==> src/rtl/ofifo_drain_ctrl_pkg.sv <==
// rtl/ofifo_drain_ctrl_pkg.sv - shared widths and FSM state encoding for the output-FIFO drain sequencer
package ofifo_drain_ctrl_pkg;

   localparam int COL     = 8;
   localparam int PSUM_BW = 16;
   localparam int ADDR_BW = 11;
   localparam int CNT_BW  = 11;

   typedef enum logic [1:0] {
      ST_IDLE  = 2'd0,
      ST_DRAIN = 2'd1,
      ST_FLUSH = 2'd2,
      ST_DONE  = 2'd3
   } state_e;

endpackage

==> src/rtl/ofifo_drain_ctrl_psum_relu.sv <==
// rtl/ofifo_drain_ctrl_psum_relu.sv - combinational per-lane clamp of negative psums to zero
module psum_relu #(
   parameter int col     = 8,
   parameter int psum_bw = 16
) (
   input  logic [psum_bw*col-1:0] din,
   output logic [psum_bw*col-1:0] dout
);

   always_comb begin
      dout = din;
      for (int i = 0; i < col; i++) begin
         if (din[i*psum_bw + psum_bw - 1]) begin
            dout[i*psum_bw +: psum_bw] = '0;
         end
      end
   end

endmodule

==> src/rtl/ofifo_drain_ctrl.sv <==
// rtl/ofifo_drain_ctrl.sv - drains output-FIFO psum vectors into the psum SRAM
// Optional lane ReLU on the write data when OFIFO_DRAIN_RELU_EN is defined.
module ofifo_drain_ctrl
   import ofifo_drain_ctrl_pkg::*;
#(
   parameter int col     = COL,
   parameter int psum_bw = PSUM_BW,
   parameter int addr_bw = ADDR_BW,
   parameter int cnt_bw  = CNT_BW
) (
   input  logic                     clk,
   input  logic                     reset,
   input  logic                     start,
   input  logic [cnt_bw-1:0]        num_vec,
   input  logic [addr_bw-1:0]       base_addr,
   input  logic                     ofifo_valid,
   input  logic [psum_bw*col-1:0]   ofifo_out,
   output logic                     ofifo_rd,
   output logic                     sram_cen,
   output logic                     sram_wen,
   output logic [addr_bw-1:0]       sram_a,
   output logic [psum_bw*col-1:0]   sram_d,
   output logic                     busy,
   output logic                     done
);

   state_e               state_q, state_d;
   logic [cnt_bw-1:0]    num_q, num_d;
   logic [cnt_bw-1:0]    rd_cnt_q, rd_cnt_d;
   logic [cnt_bw-1:0]    wr_cnt_q, wr_cnt_d;
   logic [addr_bw-1:0]   base_q, base_d;
   logic [addr_bw-1:0]   sram_a_q, sram_a_d;
   logic                 ofifo_rd_q, ofifo_rd_d;
   logic                 rd_dly_q, rd_dly_d;
   logic                 sram_cen_q, sram_cen_d;
   logic                 sram_wen_q, sram_wen_d;
   logic                 busy_q, busy_d;
   logic                 done_q, done_d;
   logic                 accept;

   always_ff @(posedge clk or negedge reset) begin
      if (!reset) begin
         state_q <= ST_IDLE;
      end else begin
         state_q <= state_d;
      end
   end

   // DRAIN exits once the final pop is issued; FLUSH exits while the final write is driven.
   always_comb begin
      state_d = state_q;
      case (state_q)
         ST_IDLE:  if (start) state_d = (num_vec == '0) ? ST_DONE : ST_DRAIN;
         ST_DRAIN: if (rd_cnt_d == num_q) state_d = ST_FLUSH;
         ST_FLUSH: if (wr_cnt_d == num_q) state_d = ST_DONE;
         ST_DONE:  state_d = ST_IDLE;
         default:  state_d = ST_IDLE;
      endcase
   end

   // Outputs are registered, so each *_d looks one cycle ahead; rd_dly mirrors last cycle's pop.
   always_comb begin
      accept   = (state_q == ST_IDLE) && start;
      num_d    = num_q;
      base_d   = base_q;
      rd_cnt_d = rd_cnt_q;
      wr_cnt_d = wr_cnt_q;
      if (accept) begin
         num_d    = num_vec;
         base_d   = base_addr;
         rd_cnt_d = '0;
         wr_cnt_d = '0;
      end else begin
         if (ofifo_rd_q) rd_cnt_d = rd_cnt_q + cnt_bw'(1);
         if (rd_dly_q)   wr_cnt_d = wr_cnt_q + cnt_bw'(1);
      end
      rd_dly_d   = ofifo_rd_q;
      ofifo_rd_d = (state_d == ST_DRAIN) && ofifo_valid && !ofifo_rd_q && (rd_cnt_d < num_d);
      sram_cen_d = !ofifo_rd_q;
      sram_wen_d = !ofifo_rd_q;
      sram_a_d   = ofifo_rd_q ? (base_q + addr_bw'(wr_cnt_d)) : sram_a_q;
      busy_d     = (state_d == ST_DRAIN) || (state_d == ST_FLUSH);
      done_d     = (state_d == ST_DONE);
   end

   always_ff @(posedge clk or negedge reset) begin
      if (!reset) begin
         num_q      <= '0;
         base_q     <= '0;
         rd_cnt_q   <= '0;
         wr_cnt_q   <= '0;
         ofifo_rd_q <= 1'b0;
         rd_dly_q   <= 1'b0;
         sram_cen_q <= 1'b1;
         sram_wen_q <= 1'b1;
         sram_a_q   <= '0;
         busy_q     <= 1'b0;
         done_q     <= 1'b0;
      end else begin
         num_q      <= num_d;
         base_q     <= base_d;
         rd_cnt_q   <= rd_cnt_d;
         wr_cnt_q   <= wr_cnt_d;
         ofifo_rd_q <= ofifo_rd_d;
         rd_dly_q   <= rd_dly_d;
         sram_cen_q <= sram_cen_d;
         sram_wen_q <= sram_wen_d;
         sram_a_q   <= sram_a_d;
         busy_q     <= busy_d;
         done_q     <= done_d;
      end
   end

   assign ofifo_rd = ofifo_rd_q;
   assign sram_cen = sram_cen_q;
   assign sram_wen = sram_wen_q;
   assign sram_a   = sram_a_q;
   assign busy     = busy_q;
   assign done     = done_q;

`ifdef OFIFO_DRAIN_RELU_EN
   psum_relu #(
      .col     (col),
      .psum_bw (psum_bw)
   ) u_psum_relu (
      .din  (ofifo_out),
      .dout (sram_d)
   );
`else
   assign sram_d = ofifo_out;
`endif

endmodule

==> config.mk <==
export PLATFORM = sky130hd
export DESIGN_NAME = ofifo_drain_ctrl
export DESIGN_NICKNAME = d
export VERILOG_FILES = /design/src/rtl/ofifo_drain_ctrl_pkg.sv /design/src/rtl/ofifo_drain_ctrl_psum_relu.sv /design/src/rtl/ofifo_drain_ctrl.sv
export SDC_FILE = /design/constraint.sdc
export NUM_CORES = 1
export LEC_CHECK = 0
export ABC_AREA = 1
export BUFFER_PORTS_ARGS = -buffer_cell sky130_fd_sc_hd__buf_2
export CAP_MARGIN = 15
export CORE_AREA = 2 2 117 119
export CTS_CLUSTER_DIAMETER = 80
export DETAILED_ROUTE_END_ITERATION = 10
export DIE_AREA = 0 0 119 121
export PLACE_DENSITY_LB_ADDON = 0.1
export SLEW_MARGIN = 20
export SYNTH_ARGS = -nofsm -noshare
export SYNTH_HDL_FRONTEND = slang
export SYNTH_SLANG_ARGS = --single-unit
==> constraint.sdc <==
create_clock -name clk -period 2.4 [get_ports clk]
set_input_delay 0.12 -clock clk [delete_from_list [all_inputs] [get_ports clk]]
set_output_delay 0.12 -clock clk [all_outputs]
set_load 0.1 [all_outputs]
# Word-level counts from Yosys, hierarchy flattened
# Index checks and enable logic that the tools add are counted.
# word_totals
in_bits	154
elab_cells	41
output_inout_bits	144
register_bits	62
# classes
n_lt_le_gt_ge	1
addsub	3
n_eq_ne	8
mux	10
n_reduce_logical	8
# ops
cell	n
11-bit two-way mux	5
11-bit by 1-bit adder with 11-bit output, second input constant	2
11-bit == test	2
11-bit adder	1
11-bit zero test	1
11-bit less-than comparator	1
2-bit == test, second input constant	4
2-bit two-way mux	4
2-bit case mux with 4 select lines	1
2-bit by 1-bit == test with 1-bit output, second input constant	2
1-bit logical AND	4
2-bit zero test	1
1-bit zero test	1
1-bit logical OR	1

# Longest topological paths before layout
# depth
word_depth	10
ltp_mapped	17
ltp_nobuf	17

# Worst setup path before layout
# OpenSTA, ideal clock, no wires.
# synth_timing
kind	register to register
start	reg ofifo_rd_q, in the netlist ofifo_rd
end	reg ofifo_rd_q, in the netlist ofifo_rd
path_slack_ns	-0.172
arrival_ns	2.472
stages_incl_launch_ff	17
period_less_slack_ns	2.572
required_ns	2.301
path_buffers	1
cell_sequence	dfrtp_1 > buf_4 > nand3_2 > nor2_1 > a21oi_1 > nand2_1 > nand2_1 > nand2_1 > clkinv_1 > nand2_1 > nor2_2 > nand2_1 > nand2_1 > nand3_1 > ha_1 > nand3_1 > a311oi_1
# synth_between
elab_chain_cells	9
# synth_rtl
element	line_no	text
start: declaration	ofifo_drain_ctrl.sv:33	logic ofifo_rd_q, ofifo_rd_d;
start signal: assignment	ofifo_drain_ctrl.sv:104	ofifo_rd_q <= ofifo_rd_d;
11-bit two-way mux	ofifo_drain_ctrl.sv:74	if (ofifo_rd_q) rd_cnt_d = rd_cnt_q + cnt_bw'(1);
11-bit two-way mux	ofifo_drain_ctrl.sv:68	if (accept) begin
11-bit == test	ofifo_drain_ctrl.sv:54	ST_DRAIN: if (rd_cnt_d == num_q) state_d = ST_FLUSH;
2-bit two-way mux	ofifo_drain_ctrl.sv:54	
2-bit case mux with 4 select lines	ofifo_drain_ctrl.sv:52	case (state_q)
named net state_d[0]	ofifo_drain_ctrl.sv:27	state_e state_q, state_d;
2-bit by 1-bit == test with 1-bit output	ofifo_drain_ctrl.sv:78	ofifo_rd_d = (state_d == ST_DRAIN) && ofifo_valid && !ofifo_rd_q && (rd_cnt_d < num_d);
1-bit logical AND (3 in series)	ofifo_drain_ctrl.sv:78	
named net ofifo_rd_d	ofifo_drain_ctrl.sv:33	
# The timed path passes the listed nets, and every way through them passes these cells.
# A chain may end at the register's enable or synchronous reset.

# Final worst setup path
# layout_timing
start	reg wr_cnt_q[1]
end	reg sram_a_q[8], in the netlist sram_a[8]
# layout_between
elab_chain_cells	4
# layout_rtl
element	line_no	text
start: declaration	ofifo_drain_ctrl.sv:30	logic [cnt_bw-1:0] wr_cnt_q, wr_cnt_d;
start signal: assignment	ofifo_drain_ctrl.sv:103	wr_cnt_q <= wr_cnt_d;
11-bit by 1-bit adder with 11-bit output	ofifo_drain_ctrl.sv:75	if (rd_dly_q) wr_cnt_d = wr_cnt_q + cnt_bw'(1);
11-bit two-way mux	ofifo_drain_ctrl.sv:75	
11-bit two-way mux	ofifo_drain_ctrl.sv:68	
named net wr_cnt_d[5]	ofifo_drain_ctrl.sv:30	
11-bit adder	ofifo_drain_ctrl.sv:81	sram_a_d = ofifo_rd_q ? (base_q + addr_bw'(wr_cnt_d)) : sram_a_q;
end signal: assignment	ofifo_drain_ctrl.sv:108	sram_a_q <= sram_a_d;
end: declaration	ofifo_drain_ctrl.sv:32	logic [addr_bw-1:0] sram_a_q, sram_a_d;
# The timed path passes the listed nets, and every way through them passes these cells.

==> out/metrics.yaml <==
yosys:
  synthAdderAreaFrac_pct: 6.61
  synth_compound_area_share_pct: 6.45
  ys_seq_area_share_pct: 32.0
  synth-edff-count: 0
  netlist_area_um2: 4850
  avgSynthCellArea_um2: 7.35
  synth_top_family_by_area: "buffers and inverters"
  synth-seq-cells: 62
  synth_top_area_cell: "dfrtp_1"
  async_reset_ff_share_pct: 100
  yosys.area_share.simple_pct: 26.1
  synthTopCellsByArea: "dfrtp_1 (32%), buf_4 (20%), nand2_1 (13%)"
  yosys_warnings: 0
  netlist-cell-type-count: 36
  synth_top_area_share_pct: 31.5
  syn_inst: 659
  synth_mux_area_share_pct: 0
  synth_top_flop_cell: "dfrtp_1"
  synthesis.nets: 838
  synth_xor_area_share_pct: 1.45
detailed_routing:
  route.detailed.drc: 0
  dr.pass1.iters: 6
  wl_per_cell_um: 19.4
  antenna_left: 0
  via_per_inst: 4.77
  via_count: 3933
  drtIter0Drc: 163
  drt-total-wl_mm: 16.0
place:
  gp_congestion: 0.862
  port_buffers: 41
  dpl.cell_count: 789
  dpl-instance-area_um2: 4660
  dp_hpwl_mm: 13.4
floorplanning:
  coreArea_um2: 13100
  rows: 42
  io_pins: 298
  dieWidth_um: 119
  die_y_um: 121
  initial_core_util_pct: 37.0
  dieArea_um2: 14400
pwr:
  power.density_nw_per_um2: 1000
  ir_drop_mv: 0.536
  power_mw: 5.62
  leakage_nw: 2.81
clocking:
  clk_latency_ns: 0.34
  clkTransAtPathRegs_ns: 0.05
  cts_root_buf: "clkbuf_16"
  cts_tree: "done"
  htreeDepth: 3
  clk_path_buf_depth: 2
  cts.sinks: 62
  numCtsBuffers: 9
sta:
  rsz0062_at_grt: "yes"
  fin_crit_ns: 2.29
  finalCritPeriodShare_pct: 95.4
  slew_viol_final: 0
  fin_skew_ns: 0.00695
  setup_viol: 0
  tightest_slew_ns: 0.616
  hold_viol: 0
  relSlewSlack_pct: 58.9
  max_freq_mhz: 437
grt:
  grt_pass1_vias: 3920
  grt_overflow: 0
  grt_max_degree: 26
  grt_pass1_wl_mm: 23.9
  grtUsageTotal_pct: 22.4
  grt_antenna_before_repair: 0
critical_path:
  criticalPathCategory: "flip-flop to flip-flop"
  r2r-start: "wr_cnt_q[1]$_DFF_PN0_"
  cpMaxStageDelayCell: "dfrtp_1"
  rrSetupSlack_ns: 0.11
  crit_chain: "buf_4 > nand2_2 > nor2_4 > buf_4 > nand3_2 > nand2_2 > nor2_4 > ha_4 > a21oi_1 > o21ai_2 > a21oi_2 > nor2_1 > nor2_1 > xor2_1 > o21ai_0"
  cp.arrival_ns: 2.50
  reg2reg_depth: 15
  start_kind: "flip-flop"
  end_kind: "flip-flop"
  cpPeakStageDelay_ns: 0.42
  cp_max_fo: 4
  critical_path_required_ns: 2.61
  reg2reg_to: "sram_a[8]$_DFFE_PN0P_"
cells_and_area:
  syn_to_final_growth_pct: 15.6
  layout.nets: 822
  layout_common_cells: "nand2_1 (158), inv_1 (64), dfrtp_1 (59), buf_4 (56), buf_2 (41)"
  fillCellCount: 1357
  fin_cells: 824
  layout_commonest_cell: "nand2_1"
  antenna_cells: 0
  drive_above_1_share_pct: 33.2
  design_area_um2: 5600
run:
  cap_violations: 0
hold_path:
  hp-class: "input port to flip-flop"
  hold_path_startpoint: "base_addr[8]"
  min_delay_path_depth: 3
  hold_path_end: "base_q[8]$_DFFE_PN0N_"
status:
  status: "finished clean"
-- repair_timing --
item	4_1_cts	5_1_grt
gates resized for setup	14	97
endpoints found under the hold margin	32	0
setup buffers	0	9
setup endpoints to repair	7	10
pin swaps	8	33
hold buffers	10	0
-- state kept, by name, indices dropped and copies added (netlist names) --
register  cells
base_q       11
sram_a       11
ofifo_rd      1
sram_wen      1
wr_cnt_q     11
num_q        11
busy          1
rd_dly_q      1
state_q       2
rd_cnt_q     11
done          1
-- critical path: cells and delay by family, from the launching register on --
kind            cells  cell delay, ns
simple gates        7            0.57
compound gates      4            0.51
flops               1            0.42
buf+inv             2            0.28
fa+ha+maj           1            0.22
xor+xnor            1            0.16
-- Yosys cell counts (2+ instances only) --
cell      instances
o21ai_0          27
xor2_1            7
a21oi_1          14
o21bai_1          2
dfrtp_1          61
nand2_2           3
a21o_1            2
nor3_1            3
nand3_1          42
nand3b_1          2
nand3_2           3
inv_2             2
ha_1             24
inv_1            77
clkbuf_1          3
buf_2             5
nor2_2            6
nand2_1         171
buf_4           132
nand4_1          17
a31oi_1           3
nor4_1            2
nor2_1           36
nor2_4            3
-- routing by layer --
| metal | share of wire (%) | routed length, um | global-route usage [%] |
|---|---|---|---|
| met2 | 47 | 7530 | 35.6 |
| met4 | 2.4 | 384 | 9.08 |
| met3 | 15 | 2390 | 14.3 |
| met1 | 36 | 5700 | 23.8 |
| met5 | 0 | 0 | 0 |
-- through the flow --
step           TNS [ns]  hold WS [ns]  util [%]  worst slack (ns)
2_1_floorplan         0        -0.176         -             0.130
3_3_place_gp     -0.327         0.171      35.6            -0.119
3_5_place_dp     -0.341         0.174      35.6            -0.102
4_1_cts               0        0.0129      39.3         0.0000604
5_1_grt          -0.394        0.0323      42.8            -0.114
6_report              0        0.0111      42.8             0.110
-- layout make-up --
cell class,count,area [um^2],area share [%]
Multi-Input combinational cell,377,2410,43.0
Inverter,80,300,5.36
Clock buffer,12,246,4.40
Tap cell,176,220,3.93
Timing Repair Buffer,113,802,14.3
Sequential cell,62,1560,27.8
Clock inverter,4,70.1,1.25
-- worst max-delay path by stage --
| stage | startpoint | end | slack [ns] | cells after the start |
|---|---|---|---|---|
| after global routing | wr_cnt_q[0]$_DFF_PN0_ | sram_a[10]$_DFFE_PN0P_ | -0.11 | 17 |
| after global placement | wr_cnt_q[0]$_DFF_PN0_ | sram_a[6]$_DFFE_PN0P_ | -0.12 | 13 |
| after detailed placement | wr_cnt_q[1]$_DFF_PN0_ | sram_a[7]$_DFFE_PN0P_ | -0.10 | 14 |
| after floorplan | ofifo_rd$_DFF_PN0_ | ofifo_rd$_DFF_PN0_ | 0.13 | 16 |
| final | wr_cnt_q[1]$_DFF_PN0_ | sram_a[8]$_DFFE_PN0P_ | 0.11 | 15 |
| after CTS | wr_cnt_q[0]$_DFF_PN0_ | sram_a[8]$_DFFE_PN0P_ | 0.00006 | 14 |
-- kinds of logic after synthesis --
| family | after synthesis |
|---|---|
| compound gates | 55 |
| xor+xnor | 8 |
| fa+ha+maj | 25 |
| buf+inv | 220 |
| flops | 62 |
| simple gates | 289 |
-- power by group --
group	internal, mW	leakage [nW]	switching (mW)	total, mW
Clock	0.934	0.157	0.477	1.41
Sequential	1.33	0.772	0.263	1.59
Combinational	0.912	1.88	1.71	2.62
Total	3.17	2.81	2.45	5.62
Note: power is estimated with default switching activity, not from simulation.
